[config.mk]
export PLATFORM = sky130hd
export DESIGN_NAME = overflow_event_logger
export DESIGN_NICKNAME = d
export VERILOG_FILES = /design/src/rtl/overflow_pkg.sv /design/src/rtl/sync_fifo_fwft.sv /design/src/rtl/overflow_event_logger.sv
export SDC_FILE = /design/constraint.sdc
export NUM_CORES = 1
export LEC_CHECK = 0
export ABC_AREA = 1
export CORE_MARGIN = 5
export CORE_UTILIZATION = 35
export DETAILED_ROUTE_END_ITERATION = 8
export GPL_ROUTABILITY_DRIVEN = 0
export PLACE_DENSITY = 0.58
export SLEW_MARGIN = 20
export SYNTH_ARGS = -nofsm -noshare
export SYNTH_HDL_FRONTEND = slang
export SYNTH_HIERARCHICAL = 1
export SYNTH_SLANG_ARGS = --single-unit
export TNS_END_PERCENT = 1
[constraint.sdc]
create_clock -name clk -period 3.71 [get_ports clk]
set_input_delay 0.742 -clock clk [delete_from_list [all_inputs] [get_ports clk]]
set_output_delay 0.742 -clock clk [all_outputs]
set_load 0.01 [all_outputs]
[src/rtl/overflow_pkg.sv]
// Shared defaults and width helpers for the overflow event logger and its FIFO.
package overflow_pkg;

   localparam int DEF_DATA_WIDTH = 8;
   localparam int DEF_DEPTH      = 4;
   localparam int DEF_CNT_WIDTH  = 8;
   localparam int DEF_PTR_W      = $clog2(DEF_DEPTH);

   // Occupancy needs one extra bit so that a full FIFO (DEPTH entries) is representable.
   function automatic int level_width(input int depth);
      return $clog2(depth) + 1;
   endfunction

endpackage

[src/rtl/sync_fifo_fwft.sv]
// Synchronous first-word-fall-through FIFO; head word is presented combinationally.
module sync_fifo_fwft
   import overflow_pkg::*;
#(
   parameter int DATA_WIDTH = DEF_DATA_WIDTH,
   parameter int DEPTH      = DEF_DEPTH
) (
   input  logic                   clk,
   input  logic                   rst_n,
   input  logic                   i_push,
   input  logic                   i_pop,
   input  logic [DATA_WIDTH-1:0]  i_data,
   output logic [DATA_WIDTH-1:0]  o_data,
   output logic                   o_full,
   output logic                   o_empty,
   output logic [$clog2(DEPTH):0] o_level
);

   localparam int PTR_W = $clog2(DEPTH);
   localparam int LVL_W = level_width(DEPTH);

   logic [DATA_WIDTH-1:0] r_mem [DEPTH];
   logic [PTR_W-1:0]      r_wr_ptr;
   logic [PTR_W-1:0]      r_rd_ptr;
   logic [LVL_W-1:0]      r_count;

   // NOTE: the storage array is deliberately not reset; r_count alone decides which entries are valid.
   always_ff @(posedge clk) begin
      if (i_push) begin
         r_mem[r_wr_ptr] <= i_data;
      end
   end

   // NOTE: non-blocking assignments so every register samples pre-edge values.
   always_ff @(posedge clk or negedge rst_n) begin
      if (!rst_n) begin
         r_wr_ptr <= '0;
         r_rd_ptr <= '0;
         r_count  <= '0;
      end else begin
         if (i_push) r_wr_ptr <= r_wr_ptr + PTR_W'(1);
         if (i_pop)  r_rd_ptr <= r_rd_ptr + PTR_W'(1);
         r_count <= r_count + LVL_W'(i_push) - LVL_W'(i_pop);
      end
   end

   assign o_empty = (r_count == '0);
   assign o_full  = (r_count == LVL_W'(DEPTH));
   assign o_level = r_count;
   // Stale storage is masked so the head reads zero whenever nothing is queued.
   assign o_data  = o_empty ? '0 : r_mem[r_rd_ptr];

endmodule

[src/rtl/overflow_event_logger.sv]
// Captures the data word on each rising edge of the overflow flag, counts events and raises irq.
module overflow_event_logger
   import overflow_pkg::*;
#(
   parameter int DATA_WIDTH = DEF_DATA_WIDTH,
   parameter int DEPTH      = DEF_DEPTH,
   parameter int CNT_WIDTH  = DEF_CNT_WIDTH
) (
   input  logic                   clk,
   input  logic                   rst_n,
   input  logic                   inValid,
   input  logic [DATA_WIDTH-1:0]  inData,
   input  logic                   inOverflow,
   input  logic                   clear,
   input  logic                   rdReady,
   output logic                   rdValid,
   output logic [DATA_WIDTH-1:0]  rdData,
   output logic [CNT_WIDTH-1:0]   eventCount,
   output logic                   lostEvent,
   output logic                   irq,
   output logic [$clog2(DEPTH):0] level
);

   localparam int LVL_W = level_width(DEPTH);

   logic                 r_prev_ovf;
   logic [CNT_WIDTH-1:0] r_event_count;
   logic                 r_lost;
   logic                 r_irq;

   logic                 w_event;
   logic                 w_push;
   logic                 w_pop;
   logic                 w_drop;
   logic                 w_full;
   logic                 w_empty;
   logic                 w_lost_next;
   logic [LVL_W-1:0]     w_level;
   logic [LVL_W-1:0]     w_level_next;

   assign w_event = inValid & inOverflow & ~r_prev_ovf;
   assign w_pop   = ~w_empty & rdReady;
   // A pop in the same cycle frees the slot, so a full FIFO can still accept the new word.
   assign w_push  = w_event & (~w_full | w_pop);
   assign w_drop  = w_event & w_full & ~w_pop;

   assign w_lost_next  = clear ? 1'b0 : (r_lost | w_drop);
   assign w_level_next = w_level + LVL_W'(w_push) - LVL_W'(w_pop);

   sync_fifo_fwft #(
      .DATA_WIDTH (DATA_WIDTH),
      .DEPTH      (DEPTH)
   ) u_fifo (
      .clk     (clk),
      .rst_n   (rst_n),
      .i_push  (w_push),
      .i_pop   (w_pop),
      .i_data  (inData),
      .o_data  (rdData),
      .o_full  (w_full),
      .o_empty (w_empty),
      .o_level (w_level)
   );

   always_ff @(posedge clk or negedge rst_n) begin
      if (!rst_n) begin
         r_prev_ovf    <= 1'b0;
         r_event_count <= '0;
         r_lost        <= 1'b0;
         r_irq         <= 1'b0;
      end else begin
         if (inValid) r_prev_ovf <= inOverflow;
         if (clear) begin
            r_event_count <= '0;
         end else if (w_event && (r_event_count != '1)) begin
            r_event_count <= r_event_count + CNT_WIDTH'(1);
         end
         r_lost <= w_lost_next;
         r_irq  <= (w_level_next != '0) | w_lost_next;
      end
   end

   assign rdValid    = ~w_empty;
   assign level      = w_level;
   assign eventCount = r_event_count;
   assign lostEvent  = r_lost;
   assign irq        = r_irq;

endmodule

==> flow_metrics.env, run 1 <==
export IMPL_dieArea_sq_um=9000
export IMPL_synth_xor_area_share_pct=1.74
export IMPL_synthMuxAreaShare_pct=0
export IMPL_drt_total_wl_um=4690
export IMPL_rsz0062_at_grt="no"
export IMPL_start_kind="register"
export IMPL_setup_violations=0
export IMPL_drc=0
export IMPL_period_share_pct=80.2
export IMPL_dr_pass1_iters=4
export IMPL_placed_cell_area_sq_um=2950
export IMPL_drive_above_1_share_pct=6.45
export IMPL_coreArea_sq_um=7140
export IMPL_dp_hpwl_um=3360
export IMPL_ys_warn_count=6
export IMPL_finalMaxSlewViolations=0
export IMPL_final_cells=409
export IMPL_synthTopCellsByArea="edfxtp_1 (38%), dfrtp_1 (18%), nand2_1 (9.7%)"
export IMPL_cts_tree="yes"
export IMPL_reg2reg_to="irq"
export IMPL_synth_top_cell_by_area="edfxtp_1"
export IMPL_hold_path_class="register to register"
export IMPL_portBuffers=35
export IMPL_cts_htree_levels=2
export IMPL_cts_buffers=5
export IMPL_relSlewSlack_pct=44.9
export IMPL_layout_common_cells="nand2_1 (65), inv_1 (58), clkdlybuf4s50_1 (35)"
export IMPL_syn_to_final_growth_pct=21.4
export IMPL_final_util_pct=42.9
export IMPL_critical_path_arrival_ns=2.23
export IMPL_powerDensity_nw_per_um2=604
export IMPL_start_util_pct=35.3
export IMPL_via_per_inst=4.24
export IMPL_root_buffer="clkbuf_8"
export IMPL_multiInputGateArea_sq_um=836
export IMPL_dpl_cell_count=401
export IMPL_clock_skew_final_ns=0.0116
export IMPL_synth_compound_area_share_pct=3.87
export IMPL_syn_nets=298
export IMPL_clk_transition_reported_paths_ns=0.09
export IMPL_avgRoutedWirePerCell_um=11.5
export IMPL_num_vias=1736
export IMPL_overflow=0
export IMPL_antenna_cells=0
export IMPL_final_common_cell="nand2_1"
export IMPL_ys_seq_elements=50
export IMPL_grt_max_degree=20
export IMPL_syn_area_sq_um=2520
export IMPL_cts_hold_buf=0
export IMPL_worstPathRequired_ns=2.97
export IMPL_final_nets=334
export IMPL_fill_cells=721
export IMPL_ff2ff_path_depth=11
export IMPL_regArea_sq_um=1410
export IMPL_synth_cell_types=25
export IMPL_cts_setup_buffers=0
export IMPL_drt_initial_drc_count=87
export IMPL_timing_hold_ws_ns=0.539
export IMPL_end_kind="output port"
export IMPL_p_total_mw=1.85
export IMPL_grt_antenna_before_repair=0
export IMPL_seq_area_frac_synth_pct=56.0
export IMPL_syn_inst=273
export IMPL_final_antenna_net_count=0
export IMPL_synth_top_area_share_pct=38.1
export IMPL_pre_cts_slack_ns=0.663
export IMPL_cts_sinks=50
export IMPL_grt_pass1_vias=1663
export IMPL_worstMarginPinSlew_ns=0.824
export IMPL_finalCriticalPeriod_ns=2.97
export IMPL_synth_simple_area_share_pct=21.5
export IMPL_r2r_slack_ns=1.03
export IMPL_setup_tns_ns=0
export IMPL_fin_ws_ns=0.735
export IMPL_grt_pass1_wl_um=7870
export IMPL_synthAdderAreaFrac_pct=6.06
export IMPL_crit_fanout=19
export IMPL_ios=36
export IMPL_cts_buffer_depth=2
export IMPL_leakagePower_nw=1.41
export IMPL_critPathCapture="rdData[7]"
export IMPL_die_h_um=94.9
export IMPL_r2r_start="u_fifo/o_level[1]"
export IMPL_rows=31
export IMPL_cts_resized=0
export IMPL_crit_start="u_fifo/r_rd_ptr[0]"
export IMPL_grtUsageTotal_pct=11.3
export IMPL_status="complete, no violations"
export IMPL_stdcell_area_sq_um=3060
export IMPL_max_cap_violations=0
export IMPL_fmax_ghz=0.336
export IMPL_clock_latency_ns=0.29
export IMPL_die_w_um=94.9
export IMPL_ir_drop_mv=0.232
export IMPL_finalHoldViolations=0
export IMPL_crit_type="register to output port"
export IMPL_synth_top_family_by_area="simple AND/OR/NAND/NOR gates"
export IMPL_syn_area_per_cell_sq_um=9.23
cell usage after synthesis, drive strengths merged:
cell	n
a21oi	10
nand3	29
nor3b	1
fa	2
buf	5
nand2	71
edfxtp	32
inv	61
xor2	4
nor2	20
xnor2	1
nor3	1
nand4	1
o21bai	2
o21ai	5
clkbuf	1
ha	9
dfrtp	18
per-layer routing:
layer | vias up | share of wire [%] | track usage [%]
li1 | 917 | - | -
met1 | 795 | 45 | 14.0
met2 | 20 | 51 | 19.6
met3 | 4 | 3.2 | 2.23
met4 | 0 | 1.0 | 3.61
met5 | - | 0 | 0
worst min path at each step:
stage | startpoint | to | slack [ns] | depth (start not counted)
finish | u_fifo/r_wr_ptr[0] | u_fifo/r_wr_ptr[0] | 0.54 | 1
global route | u_fifo/r_wr_ptr[0] | u_fifo/r_wr_ptr[0] | 0.56 | 1
CTS | u_fifo/r_wr_ptr[0] | u_fifo/r_wr_ptr[0] | 0.55 | 1
detailed placement | u_fifo/r_wr_ptr[0] | u_fifo/r_wr_ptr[0] | 0.53 | 1
global placement | u_fifo/r_wr_ptr[0] | u_fifo/r_wr_ptr[0] | 0.52 | 1
floorplan | rst_n | eventCount[0] | 0.45 | 0
critical path, stage by stage (launching register included):
cell	delay, ns
dfrtp_1	0.80
inv_4	0.21
nand2_1	0.10
nand3_1	0.07
a21oi_1	0.19
clkdlybuf4s50_1	0.56
cell type report:
type                            count  area share [%]
Timing Repair Buffer               35            11.5
Clock inverter                      1           0.982
Clock buffer                        7            2.49
Inverter                           61            7.57
Tap cell                           99            4.05
Sequential cell                    50            46.1
Multi-Input combinational cell    156            27.3
state kept, by name, summed over array words and instances, names as in the netlist:
register,cells
eventCount,8
u_fifo/r_rd_ptr,2
u_fifo/r_wr_ptr,2
r_prev_ovf,1
lostEvent,1
u_fifo/o_level,3
u_fifo/r_mem,32
irq,1
where the power goes:
| group | switching [mW] | internal (mW) |
|---|---|---|
| clock | 0.161 | 0.202 |
| sequential | 0.116 | 0.665 |
| combinational | 0.362 | 0.343 |
| total | 0.639 | 1.21 |
cell families after synthesis:
logic type               count (synthesis)
XOR/XNOR                                 5
adder cells (fa/ha/maj)                 11
buffers and inverters                   67
AO/OA/AOI/OAI                           17
flip-flops                              50
AND/OR/NAND/NOR                        123
Note: power is estimated with default switching activity, not from simulation.
==> run 2: changes to the inputs <==
Settings changed: PLACE_DENSITY 0.58 to 0.6.
Clock period 3.71 ns to 2.5 ns, I/O delays scaled along.
==> run 2 against run 1 <==
- flip-flop and latch count stayed put
- final area is 2.4% higher
- worst hold slack lost 0.012 ns
- non-clock buffer count rose by 10
- global-route usage fell by 0.19 points
- clock skew decreased by 0.0042 ns
- final cell count is 2.4% higher
- power increased by 48%
- core utilization increased by 1.0 points
- wire length decreased by 0.73%
- first-iteration DRC count is 16% higher
==> flow_metrics.env, run 2 (same netlist as run 1, synthesis figures left out) <==
export IMPL_num_vias=1787
export IMPL_crit_type="register to output port"
export IMPL_r2r_slack_ns=0.19
export IMPL_stdcell_area_sq_um=3130
export IMPL_cts_buffer_depth=2
export IMPL_worstMarginPinSlew_ns=0.391
export IMPL_relSlewSlack_pct=73.9
export IMPL_final_common_cell="nand2_1"
export IMPL_critical_path_arrival_ns=1.83
export IMPL_finalHoldViolations=0
export IMPL_layout_common_cells="nand2_1 (65), inv_1 (58), clkdlybuf4s50_1 (34)"
export IMPL_r2r_start="u_fifo/o_level[1]"
export IMPL_rsz0062_at_grt="no"
export IMPL_ff2ff_path_depth=11
export IMPL_reg2reg_to="u_fifo/o_level[2]"
export IMPL_cts_hold_buf=0
export IMPL_final_util_pct=43.9
export IMPL_cts_tree="yes"
export IMPL_status="complete, no violations"
export IMPL_cts_setup_buffers=0
export IMPL_ios=36
export IMPL_path_delay_family="buffers and inverters"
export IMPL_root_buffer="clkbuf_8"
export IMPL_die_h_um=94.9
export IMPL_critPathBufInv=2
export IMPL_end_kind="output port"
export IMPL_start_util_pct=35.3
export IMPL_grt_pass1_vias=1682
export IMPL_portBuffers=35
export IMPL_p_total_mw=2.73
export IMPL_top_register="u_fifo/r_mem"
export IMPL_grtUsageTotal_pct=11.1
export IMPL_grt_pass1_wl_um=7780
export IMPL_setup_violations=0
export IMPL_hold_path_class="primary input to asynchronous set/reset pin"
export IMPL_start_kind="register"
export IMPL_clock_latency_ns=0.29
export IMPL_crit_start="u_fifo/r_rd_ptr[0]"
export IMPL_worstPathRequired_ns=2.00
export IMPL_cp_cell_sequence="buf_4 -> nand2_1 -> nand3_1 -> a21oi_1 -> clkdlybuf4s50_1"
export IMPL_finalMaxSlewViolations=0
export IMPL_drt_total_wl_um=4650
export IMPL_cts_htree_levels=2
export IMPL_critPathCapture="rdData[4]"
export IMPL_syn_to_final_growth_pct=24.3
export IMPL_grt_max_degree=19
export IMPL_overflow=0
export IMPL_crit_fanout=8
export IMPL_drive_above_1_share_pct=11.6
export IMPL_largest_register_ffs=32
export IMPL_cts_buffers=5
export IMPL_drt_initial_drc_count=101
export IMPL_ir_drop_mv=0.286
export IMPL_clk_transition_reported_paths_ns=0.09
export IMPL_leakagePower_nw=1.46
export IMPL_avgRoutedWirePerCell_um=11.1
export IMPL_cts_sinks=50
export IMPL_fmax_ghz=0.429
export IMPL_final_nets=344
export IMPL_dieArea_sq_um=9000
export IMPL_slowest_delay_ns=0.57
export IMPL_antenna_cells=0
export IMPL_fill_cells=714
export IMPL_fin_ws_ns=0.169
export IMPL_via_per_inst=4.26
export IMPL_pre_cts_slack_ns=-0.283
export IMPL_dr_pass1_iters=4
export IMPL_final_antenna_net_count=0
export IMPL_coreArea_sq_um=7140
export IMPL_path_depth=5
export IMPL_placed_cell_area_sq_um=3030
export IMPL_grt_antenna_before_repair=0
export IMPL_drc=0
export IMPL_die_w_um=94.9
export IMPL_rows=31
export IMPL_period_share_pct=93.2
export IMPL_clock_skew_final_ns=0.00740
export IMPL_finalCriticalPeriod_ns=2.33
export IMPL_max_cap_violations=0
export IMPL_cts_resized=0
export IMPL_powerDensity_nw_per_um2=871
export IMPL_dp_hpwl_um=3370
export IMPL_cp_slowest_cell="clkdlybuf4s50_1"
-- run 2: cell types whose count changed in the layout (fill, tap and decap cells not counted), moves of 2 or more --
cell and delta:
buf_4 +10, dfrtp_2 +3, clkbuf_1 -2, dfrtp_1 -3
-- run 2: layer usage --
| metal | up-vias | part of all wire, % | global-route usage [%] |
|---|---|---|---|
| li1 | 938 | - | - |
| met1 | 825 | 45 | 14.3 |
| met2 | 20 | 51 | 18.6 |
| met3 | 4 | 2.9 | 1.91 |
| met4 | 0 | 0.99 | 4.21 |
| met5 | - | 0 | 0 |
-- run 2: where the power goes --
group          total (mW)  leakage (nW)  switching (mW)  internal (mW)
combinational        1.14         0.901           0.579          0.559
sequential           1.14         0.514           0.149          0.994
clock               0.447        0.0441           0.250          0.197
total                2.73          1.46           0.979           1.75
-- run 2: cell type report --
cell class / count / area (sq um) / share of cell area [%]
Clock buffer: 5 / 68.8 / 2.20
Clock inverter: 3 / 21.3 / 0.679
Inverter: 61 / 234 / 7.47
Multi-Input combinational cell: 156 / 842 / 26.9
Sequential cell: 50 / 1420 / 45.2
Tap cell: 99 / 124 / 3.95
Timing Repair Buffer: 45 / 428 / 13.7
-- run 2: how the worst min path moves through the flow --
stage	endpoint	slack (ns)
5_1_grt	r_prev_ovf	0.54
3_5_place_dp	u_fifo/r_wr_ptr[0]	0.53
4_1_cts	irq	0.53
6_report	u_fifo/o_level[2]	0.53
3_3_place_gp	u_fifo/r_wr_ptr[0]	0.52
2_1_floorplan	eventCount[0]	0.20
-- run 2: worst reg2reg max path: stages, from the launching register on --
cell     delay, ns
dfrtp_2       0.48
nor3_4        0.27
nor2_1        0.10
buf_4         0.14
ha_1          0.26
inv_1         0.04
ha_1          0.19
fa_1          0.38
xnor2_1       0.18
inv_1         0.06
nand2_1       0.05
nand2_1       0.05
-- run 2: per-stage QoR --
stage	setup TNS [ns]	std cells	hold WS, ns
after floorplan	0	273	0.204
after global placement	-0.258	411	0.521
after detailed placement	-0.358	411	0.534
after CTS	0	419	0.534
after global routing	0	419	0.542
final	0	419	0.527
==> run 3: changes to the inputs <==
Settings changed: CAP_MARGIN set to 20, CORE_ASPECT_RATIO set to 1.25.
==> run 3 against run 2 <==
- worst hold slack got worse by 0.040 ns
- critical endpoint is now rdData[5]
- first-iteration DRC count decreased by 14%
- register-to-register slack improved by 0.04 ns
- flip-flop and latch count unchanged
- power increased by 3.4%
- setup slack got worse by 0.019 ns
- clock skew increased by 0.0017 ns
- clock power increased by 11%
- sequential share of layout area decreased by 1.1 points
- final area increased by 2.4%
==> flow_metrics.env, run 3 (same netlist as run 1, synthesis figures left out) <==
export IMPL_syn_to_final_growth_pct=27.3
export IMPL_grtUsageTotal_pct=12.2
export IMPL_maxUsedRoutingLayer="met4"
export IMPL_finalMaxSlewViolations=0
export IMPL_dpl_cell_count=409
export IMPL_drc=0
export IMPL_hold_path_class="primary input to register"
export IMPL_pre_cts_slack_ns=-0.381
export IMPL_layout_common_cells="nand2_1 (64), inv_1 (58), clkdlybuf4s50_1 (34)"
export IMPL_critical_path_arrival_ns=1.85
export IMPL_drive_above_1_share_pct=14.0
export IMPL_route_met2_wl_um=2560
export IMPL_clk_transition_reported_paths_ns=0.10
export IMPL_period_share_pct=94.0
export IMPL_leakagePower_nw=1.51
export IMPL_end_kind="output port"
export IMPL_max_cap_violations=0
export IMPL_m1WireLength_um=2160
export IMPL_setup_violations=0
export IMPL_overflow=0
export IMPL_grt_pass1_vias=1879
export IMPL_num_vias=1868
export IMPL_rsz0062_at_grt="no"
export IMPL_crit_fanout=8
export IMPL_dieArea_sq_um=9010
export IMPL_drt_initial_drc_count=87
export IMPL_start_kind="register"
export IMPL_hold_depth=2
export IMPL_via_per_inst=4.47
export IMPL_drt_total_wl_um=5020
export IMPL_crit_type="register to output port"
export IMPL_hp_start="inValid"
export IMPL_die_w_um=85.9
export IMPL_antenna_cells=0
export IMPL_dr_pass1_iters=4
export IMPL_status="complete, no violations"
export IMPL_cts_buffer_depth=2
export IMPL_largest_register_ffs=32
export IMPL_grt_max_degree=19
export IMPL_final_cells=418
export IMPL_r2r_start="u_fifo/o_level[0]"
export IMPL_final_nets=352
export IMPL_final_common_cell="nand2_1"
export IMPL_r2r_slack_ns=0.23
export IMPL_rows=34
export IMPL_powerDensity_nw_per_um2=879
export IMPL_ir_drop_mv=0.499
export IMPL_avgRoutedWirePerCell_um=12.0
export IMPL_coreArea_sq_um=6980
export IMPL_top_register="u_fifo/r_mem"
export IMPL_start_util_pct=36.1
export IMPL_wl_met3_um=232
export IMPL_die_h_um=105
export IMPL_cts_htree_levels=2
export IMPL_worstMarginPinSlew_ns=0.409
export IMPL_root_buffer="clkbuf_8"
export IMPL_grt_antenna_before_repair=0
export IMPL_final_antenna_net_count=0
export IMPL_relSlewSlack_pct=72.7
export IMPL_clock_latency_ns=0.30
export IMPL_fin_ws_ns=0.150
export IMPL_finalCriticalPeriod_ns=2.35
export IMPL_cts_buffers=5
export IMPL_ff2ff_path_depth=11
export IMPL_clock_skew_final_ns=0.00914
export IMPL_cts_tree="yes"
export IMPL_dp_hpwl_um=3620
export IMPL_hold_end="r_prev_ovf"
export IMPL_ios=36
export IMPL_finalHoldViolations=0
export IMPL_portBuffers=35
export IMPL_fmax_ghz=0.426
export IMPL_reg2reg_to="u_fifo/o_level[2]"
export IMPL_worstPathRequired_ns=2.00
export IMPL_cts_sinks=50
export IMPL_grt_pass1_wl_um=8640
[run 3: worst max-delay path, stage by stage, from the launching register on]
cell and delay, ns:
dfrtp_2 0.48, buf_4 0.19, nand2_1 0.07, nand3_1 0.07, a21oi_1 0.17, clkdlybuf4s50_1 0.56
[run 3: power by group]
part           switching (mW)  total (mW)  internal (mW)
Sequential              0.136        1.13          0.992
Clock                   0.287       0.497          0.210
Combinational           0.605        1.20          0.590
Total                    1.03        2.82           1.79
[run 3: routing by layer]
| metal | track usage (%) | vias to the layer above |
|---|---|---|
| li1 | - | 955 |
| met3 | 3.23 | 5 |
| met1 | 13.7 | 875 |
| met2 | 21.9 | 33 |
| met5 | 0 | - |
| met4 | 4.07 | 0 |
[run 3: final cells by class]
class	count	area (sq um)
fill	680	3770
sequential	50	1410
multi-input combinational	156	850
timing repair buffer	53	500
inverter	61	234
tap	90	113
clock buffer	5	68.8
clock inverter	3	28.8
[run 3: what timing repair did]
action,4_1_cts,5_1_grt
pin swaps,0,1
buffers inserted,0,1
endpoints found under the setup margin,1,4
gates resized for setup,1,8
hold buffers,0,0
endpoints found under the hold margin,0,0
[run 3: per-stage QoR]
stage	instance area, sq um	util (%)	TNS [ns]	hold slack, ns	power, mW
floorplan	2520	-	0	0.204	1.80
global placement	3080	44.2	-0.280	0.513	2.30
detailed placement	3080	44.2	-0.490	0.521	2.34
CTS	3180	45.6	0	0.519	2.84
global route	3210	46.0	0	0.484	3.05
finish	3210	46.0	0	0.487	2.82
[run 3: worst max path at each step]
stage	start	endpoint	slack [ns]	cells past startpoint
after floorplan	u_fifo/o_level[1]	irq	0.12	11
after detailed placement	rdReady	irq	-0.38	13
after CTS	u_fifo/r_rd_ptr[1]	rdData[7]	0.05	4
after global placement	rdReady	irq	-0.24	13
final	u_fifo/r_rd_ptr[0]	rdData[5]	0.15	5
after global routing	u_fifo/r_rd_ptr[0]	rdData[5]	0.006	5
